===== src/rtl/reg_bank_arbiter_pkg.sv =====
// Shared types and default widths for the round-robin register bank arbiter.
package reg_bank_arbiter_pkg;

    typedef enum logic [1:0] {
        IDLE   = 2'd0,
        ACCESS = 2'd1,
        DONE   = 2'd2
    } state_t;

    localparam int DEF_DW = 8;
    localparam int DEF_AW = 2;

endpackage


===== src/rtl/reg_bank_arbiter_if.sv =====
// Requester-side bus of the register bank arbiter: flattened per-requester request lanes plus results.
interface reg_bank_arbiter_if
    import reg_bank_arbiter_pkg::*;
#(
    parameter int NREQ = 4,
    parameter int AW   = DEF_AW,
    parameter int DW   = DEF_DW
);
    localparam int NREG = 2 ** AW;

    logic [NREQ-1:0]      req;
    logic [NREQ-1:0]      we;
    logic [NREQ*AW-1:0]   addr;
    logic [NREQ*DW-1:0]   wdata;
    logic [NREQ-1:0]      gnt;
    logic [NREQ-1:0]      ack;
    logic [DW-1:0]        rdata;
    logic                 busy;
    logic [NREG*DW-1:0]   reg_out;

    modport master (
        output req, we, addr, wdata,
        input  gnt, ack, rdata, busy, reg_out
    );

    modport slave (
        input  req, we, addr, wdata,
        output gnt, ack, rdata, busy, reg_out
    );

endinterface


===== src/rtl/reg_bank_arbiter_bank_reg8.sv =====
// One datapath register of the bank: cleared by reset, loaded when selected by the arbiter.
module bank_reg8
    import reg_bank_arbiter_pkg::*;
#(
    parameter int DW = DEF_DW
) (
    input  logic          clock,
    input  logic          reset,
    input  logic          load,
    input  logic [DW-1:0] d,
    output logic [DW-1:0] q
);

    always_ff @(posedge clock or posedge reset) begin
        if (reset)
            q <= '0;
        else if (load)
            q <= d;
    end

endmodule


===== src/rtl/reg_bank_arbiter.sv =====
// Round-robin arbiter granting NREQ requesters one read or write per grant into a bank of registers.
//   state  | meaning
//   IDLE   | waiting for any req; picks winner searching upward from ptr
//   ACCESS | winner latched; does the read/write if its req is still held, else aborts
//   DONE   | ack pulse to winner; ptr moves just past the winner
module reg_bank_arbiter
    import reg_bank_arbiter_pkg::*;
#(
    parameter int NREQ = 4,
    parameter int AW   = DEF_AW,
    parameter int DW   = DEF_DW
) (
    input  logic               clock,
    input  logic               reset,
    reg_bank_arbiter_if.slave  bus
);

    localparam int NREG = 2 ** AW;
    localparam int PW   = (NREQ > 1) ? $clog2(NREQ) : 1;

    state_t            state, state_nx;
    logic [PW-1:0]     ptr, win, pick;
    logic              lat_we;
    logic [AW-1:0]     lat_addr;
    logic [DW-1:0]     lat_wdata;
    logic [NREQ-1:0]   gnt_q, ack_q, gnt_d, ack_d;
    logic [DW-1:0]     rdata_q;
    logic              grab, bank_we, rd_load, ptr_adv;
    logic [DW-1:0]     reg_q [NREG];
    logic [NREG*DW-1:0] reg_flat;

    function automatic logic [PW-1:0] rr_pick(input logic [NREQ-1:0] r, input logic [PW-1:0] p);
        logic [PW-1:0] w;
        logic          hit;
        int            idx;
        w   = p;
        hit = 1'b0;
        for (int k = 0; k < NREQ; k++) begin
            idx = (int'(p) + k) % NREQ;
            if (!hit && r[idx]) begin
                w   = PW'(idx);
                hit = 1'b1;
            end
        end
        return w;
    endfunction

    assign pick = rr_pick(bus.req, ptr);

    always_ff @(posedge clock or posedge reset) begin
        if (reset) begin
            state     <= IDLE;
            gnt_q     <= '0;
            ack_q     <= '0;
            rdata_q   <= '0;
            ptr       <= '0;
            win       <= '0;
            lat_we    <= 1'b0;
            lat_addr  <= '0;
            lat_wdata <= '0;
        end else begin
            state <= state_nx;
            gnt_q <= gnt_d;
            ack_q <= ack_d;
            if (grab) begin
                win       <= pick;
                lat_we    <= bus.we[pick];
                lat_addr  <= bus.addr[pick*AW +: AW];
                lat_wdata <= bus.wdata[pick*DW +: DW];
            end
            if (rd_load)
                rdata_q <= reg_q[lat_addr];
            if (ptr_adv)
                ptr <= (win == PW'(NREQ-1)) ? '0 : win + PW'(1);
        end
    end

    always_comb begin
        state_nx = state;
        case (state)
            IDLE:    if (|bus.req) state_nx = ACCESS;
            ACCESS:  state_nx = bus.req[win] ? DONE : IDLE;
            DONE:    state_nx = IDLE;
            default: state_nx = IDLE;
        endcase
    end

    // gnt is held through DONE by copying it forward; ack reuses the same one-hot
    always_comb begin
        gnt_d   = '0;
        ack_d   = '0;
        grab    = 1'b0;
        bank_we = 1'b0;
        rd_load = 1'b0;
        ptr_adv = 1'b0;
        case (state)
            IDLE: begin
                if (|bus.req) begin
                    grab  = 1'b1;
                    gnt_d = NREQ'(1) << pick;
                end
            end
            ACCESS: begin
                if (bus.req[win]) begin
                    gnt_d   = gnt_q;
                    ack_d   = gnt_q;
                    bank_we = lat_we;
                    rd_load = !lat_we;
                end
            end
            DONE:    ptr_adv = 1'b1;
            default: ;
        endcase
    end

    for (genvar k = 0; k < NREG; k++) begin : g_bank
        bank_reg8 #(.DW(DW)) u_reg (
            .clock (clock),
            .reset (reset),
            .load  (bank_we && (lat_addr == AW'(k))),
            .d     (lat_wdata),
            .q     (reg_q[k])
        );
    end

    always_comb begin
        reg_flat = '0;
        for (int k = 0; k < NREG; k++)
            reg_flat[k*DW +: DW] = reg_q[k];
    end

    assign bus.gnt     = gnt_q;
    assign bus.ack     = ack_q;
    assign bus.rdata   = rdata_q;
    assign bus.busy    = (state != IDLE);
    assign bus.reg_out = reg_flat;

endmodule

===== src/flat_wrapper.sv =====
// flat-port wrapper written by rule: the top's interface ports become plain ports
module reg_bank_arbiter_flat import reg_bank_arbiter_pkg::*;
#(
    parameter int NREQ = 4,
    parameter int AW   = DEF_AW,
    parameter int DW   = DEF_DW
)
  (clock, reset, bus_req, bus_we, bus_addr, bus_wdata, bus_gnt, bus_ack, bus_rdata, bus_busy, bus_reg_out);
  reg_bank_arbiter_if #(.NREQ(NREQ), .AW(AW), .DW(DW)) bus_i ();
  input  logic clock;
  input  logic reset;
  input wire logic [$bits(bus_i.req)-1:0] bus_req;
  input wire logic [$bits(bus_i.we)-1:0] bus_we;
  input wire logic [$bits(bus_i.addr)-1:0] bus_addr;
  input wire logic [$bits(bus_i.wdata)-1:0] bus_wdata;
  output wire logic [$bits(bus_i.gnt)-1:0] bus_gnt;
  output wire logic [$bits(bus_i.ack)-1:0] bus_ack;
  output wire logic [$bits(bus_i.rdata)-1:0] bus_rdata;
  output wire logic [$bits(bus_i.busy)-1:0] bus_busy;
  output wire logic [$bits(bus_i.reg_out)-1:0] bus_reg_out;
  assign bus_i.req = bus_req;
  assign bus_i.we = bus_we;
  assign bus_i.addr = bus_addr;
  assign bus_i.wdata = bus_wdata;
  assign bus_gnt = bus_i.gnt;
  assign bus_ack = bus_i.ack;
  assign bus_rdata = bus_i.rdata;
  assign bus_busy = bus_i.busy;
  assign bus_reg_out = bus_i.reg_out;
  reg_bank_arbiter #(.NREQ(NREQ), .AW(AW), .DW(DW)) u_core (.clock(clock), .reset(reset), .bus(bus_i));
endmodule

===== config.mk =====
export PLATFORM = sky130hd
export DESIGN_NAME = reg_bank_arbiter_flat
export DESIGN_NICKNAME = d
export VERILOG_FILES = /design/src/rtl/reg_bank_arbiter_pkg.sv /design/src/rtl/reg_bank_arbiter_if.sv /design/src/rtl/reg_bank_arbiter_bank_reg8.sv /design/src/rtl/reg_bank_arbiter.sv /design/src/flat_wrapper.sv
export SDC_FILE = /design/constraint.sdc
export NUM_CORES = 1
export LEC_CHECK = 0
export ABC_AREA = 1
export BUFFER_PORTS_ARGS = -buffer_cell sky130_fd_sc_hd__buf_2
export CORE_MARGIN = 1.5
export CORE_UTILIZATION = 40
export CTS_CLUSTER_DIAMETER = 120
export DETAILED_ROUTE_END_ITERATION = 10
export GPL_TIMING_DRIVEN = 0
export PLACE_DENSITY = 0.74
export SETUP_SLACK_MARGIN = 0.1
export SLEW_MARGIN = 20
export SYNTH_ARGS = -nofsm -noshare
export SYNTH_HDL_FRONTEND = slang
export SYNTH_SLANG_ARGS = --single-unit

===== constraint.sdc =====
create_clock -name clock -period 4.9 [get_ports clock]
set_clock_uncertainty 0.15 [all_clocks]
set_input_delay 0.49 -clock clock [delete_from_list [all_inputs] [get_ports clock]]
set_output_delay 0.49 -clock clock [all_outputs]
set_load 0.005 [all_outputs]

==> metrics.md <==
| Metric | Value |
|---|---|
| Antenna Nets Post-Route | 0 |
| Routed via count | 3441 |
| Final Hold Fails | 0 |
| Critical path fanouts, max | 10 |
| Port Buffers | 98 |
| Layout Area Growth over Synthesis | 25.6% |
| Tmin final | 2.17 ns |
| Footprint of the multi-input gates | 0.00160 sq mm |
| FMAX | 461 MHz |
| Pre-Repair DR Iteration Count | 4 |
| Setup TNS | 0 ns |
| Crit path cell chain | a21oi_1, o21ai_0, nand2_1, nand2_2, nor2_1, buf_2, nor2_1, a41oi_1 |
| Combinational share of power | 54.2% |
| Mapped Nets | 516 |
| Slew Viols, Final | 0 |
| Drt wl/cell | 12.9 microns |
| Clk root buf | clkbuf_8 |
| Clock share of power | 16.4% |
| Die Ht | 96.3 microns |
| Cell Pwr Density | 715 mW/mm^2 |
| CTS tree | built |
| Grt total ovfl | 0 |
| Sequential share of the synthesized area | 46.7% |
| Top Ports | 99 |
| # fillers | 817 |
| Die ar. | 0.00927 sq mm |
| DP HPWL | 6.83 mm |
| Initial antenna violation count | 0 |
| Switching Share | 45.5% |
| Post-synth top area cell | dfrtp_1 |
| Design Power | 3.13 mW |
| WP buf/inv | 1 |
| Post-synth cell types | 26 |
| Later-pin clock latency in the skew report | 0.35 ns |
| Vias in the first global route | 3159 |
| RSZ-0062 raised after global routing | no |
| DR iter-0 viols | 199 |
| Crit Path Category | reg -> reg |
| Number of nets in the layout | 627 |
| Crit-path slowest cell | dfrtp_1 |
| Hold/Removal Path Class | reg -> reg |
| Internal power | 1.70 mW |
| Standard cell core area | 0.00834 sq mm |
| Mapped Avg Cell Area | 7.48 sq um |
| H-tree levels | 3 |
| Post-synthesis register bit count | 65 |
| Required time worst endpoint | 5.00 ns |
| Final hold slack | 0.327 ns |
| Register area | 0.00163 sq mm |
| DRC | 0 |
| Synth Cell Area | 0.00348 sq mm |
| Top cells by count, synth | nand2_1, dfrtp_1, nand3_1, o21ai_0, inv_1 |
| Worst EP arrival | 2.27 ns |
| CTS clock-pin slew for the worst setup and hold paths | 0.07 ns |
| Longest Clk Path Bufs | 2 |
| Fin crit share | 44.3% |
| CP startpoint kind | flop |
| Most common cell in the netlist | nand2_1 |
| Ys Warns | 0 |
| Num CTS Buffers | 9 |
| Largest net degree at the start of global routing | 51 |
| Post-Layout Inst Area | 0.00437 sq mm |
| Status | complete, no violations |
| Max stage delay on crit path | 0.46 ns |
| Most used cell, CP | nor2_1 |
| Syn Inst Count | 465 |
| Post-CTS sizing | 0 |
| Gr usage total | 20.4% |
| Cell family with most CP delay | simple AND/OR/NAND/NOR gates |
| Flop pwr share | 29.4% |
| First-pass GRT wire length | 14.7 mm |
| Asr flop ratio synth | 100% |
| Layout cells sized above 1 | 26.7% |
| Switch Pwr | 1.42 mW |
| Gp weighted congestion | 0.834 |
| Top cell type's share of synthesized area | 46.7% |
| Rel. slew slack | 52.7% |
| ANT cells | 0 |
| Vias per inst | 5.02 |
| Peak VDD IR | 0.000453 V |
| Num Clock Sinks | 65 |
| Initial Util | 41.7% |
| Number of synthesized flops with an enable pin | 0 |
| Die W | 96.3 microns |
| Std cell rows | 33 |
| Slew @ Worst Pin | 0.707 ns |
| Max-Cap Viols | 0 |
| Setup Viol. Count Final | 0 |
| Crit path capture type | flop |
| Post-place instance area | 0.00413 sq mm |
| Pleak | 2.41 nW |
| Post-CTS Setup Bufs | 0 |
| Final WL | 8.83 mm |
| Largest cells by area after synthesis | dfrtp_1, nand2_1, nand3_1 |
| Post-synth top flop | dfrtp_1 |
metal layers:
layer  GRT usage, %  up-vias  part of all wire (%)
li1               -     1730                     -
met1           27.5     1579                    47
met2           33.4      123                    46
met3           3.16        9                   5.9
met4           6.99        0                   1.5
met5              0        -                     0
flip-flops by register name, summed over array words and instances, names as in the netlist:
register / cells
u_core.g_bank.u_reg.q: 32
u_core.bus.rdata: 8
u_core.lat_wdata: 8
u_core.bus.ack: 4
u_core.bus.gnt: 4
u_core.lat_addr: 2
u_core.ptr: 2
u_core.state: 2
u_core.win: 2
u_core.lat_we: 1
layout make-up:
type,count,share of cell area [%]
tap,105,3.01
inverter,31,2.72
sequential,65,37.2
multi-input combinational,350,36.6
clock inverter,5,1.98
buffer,19,3.12
timing repair buffer,100,12.1
clock buffer,11,3.24
path summary, 6_finish.rpt:
check                                                      from                                 endpoint  slack [ns]  cells after the start
worst min-delay path            u_core.lat_wdata[2]$_DFFE_PP0P_          u_core.lat_wdata[2]$_DFFE_PP0P_        0.33                      2
worst min register to register  u_core.lat_wdata[2]$_DFFE_PP0P_          u_core.lat_wdata[2]$_DFFE_PP0P_        0.33                      2
worst max-delay path                  u_core.win[0]$_DFFE_PP0P_          u_core.bus.rdata[1]$_DFFE_PP0P_        2.73                      8
max in group asynchronous                                 reset  u_core.g_bank[1].u_reg.q[7]$_DFFE_PP0P_        3.62                      4
worst max register to register        u_core.win[0]$_DFFE_PP0P_          u_core.bus.rdata[1]$_DFFE_PP0P_        2.73                      8
min in group asynchronous                                 reset              u_core.bus.gnt[2]$_DFF_PP0_        0.47                      3
tightest hold or removal path: cells and delay by family, from the launching register on:
family	cells	cell delay, ns
simple gates	2	0.10
flops	1	0.34
logic make-up after synthesis:
logic type,synth area share (%)
flops,46.7
simple gates,35.6
compound gates,10.0
fa+ha+maj,0.360
buf+inv,7.26
power by group through the flow:
| stage | Combinational, mW | Clock (mW) | Sequential [mW] |
|---|---|---|---|
| 4_1_cts | 1.70 | 0.522 | 0.917 |
| 3_3_place_gp | 1.64 | 0 | 0.917 |
| 3_5_place_dp | 1.69 | 0 | 0.925 |
| 6_report | 1.70 | 0.512 | 0.918 |
| 2_1_floorplan | 1.22 | 0 | 0.905 |
| 5_1_grt | 1.96 | 0.547 | 0.949 |
repair_timing:
action / in CTS / in global routing
hold buffers: 1 / 0
endpoints found under the hold margin: 15 / 0
setup endpoints to repair: 0 / 0
stage by stage:
step	std cells	utilization (%)	worst slack (ns)
finish	686	52.4	2.73
CTS	686	52.4	2.74
floorplan	465	-	2.63
global placement	668	49.2	1.89
detailed placement	669	49.5	2.58
global route	686	52.4	2.49
layout by cell type, fill, tap and decap left out:
cell type and count:
a21oi_1 2, a22oi_1 8, a31o_2 1, a41oi_1 8
buf_16 1, buf_2 102, buf_4 4, buf_6 6
bufinv_16 2, clkbuf_1 6, clkbuf_8 10, clkinv_1 2
clkinv_4 2, dfrtp_1 65, dlygate4sd3_1 1, ha_1 1
inv_1 23, inv_2 5, inv_4 1, inv_6 1
nand2_1 192, nand2_2 14, nand2_4 3, nand3_1 56
nand3_2 1, nor2_1 22, nor2_2 1, nor2_4 1
nor4_1 1, o211ai_1 1, o21ai_0 34, o21ai_1 3
o31ai_1 1
No activity file was read; power rests on OpenSTA's default activity.
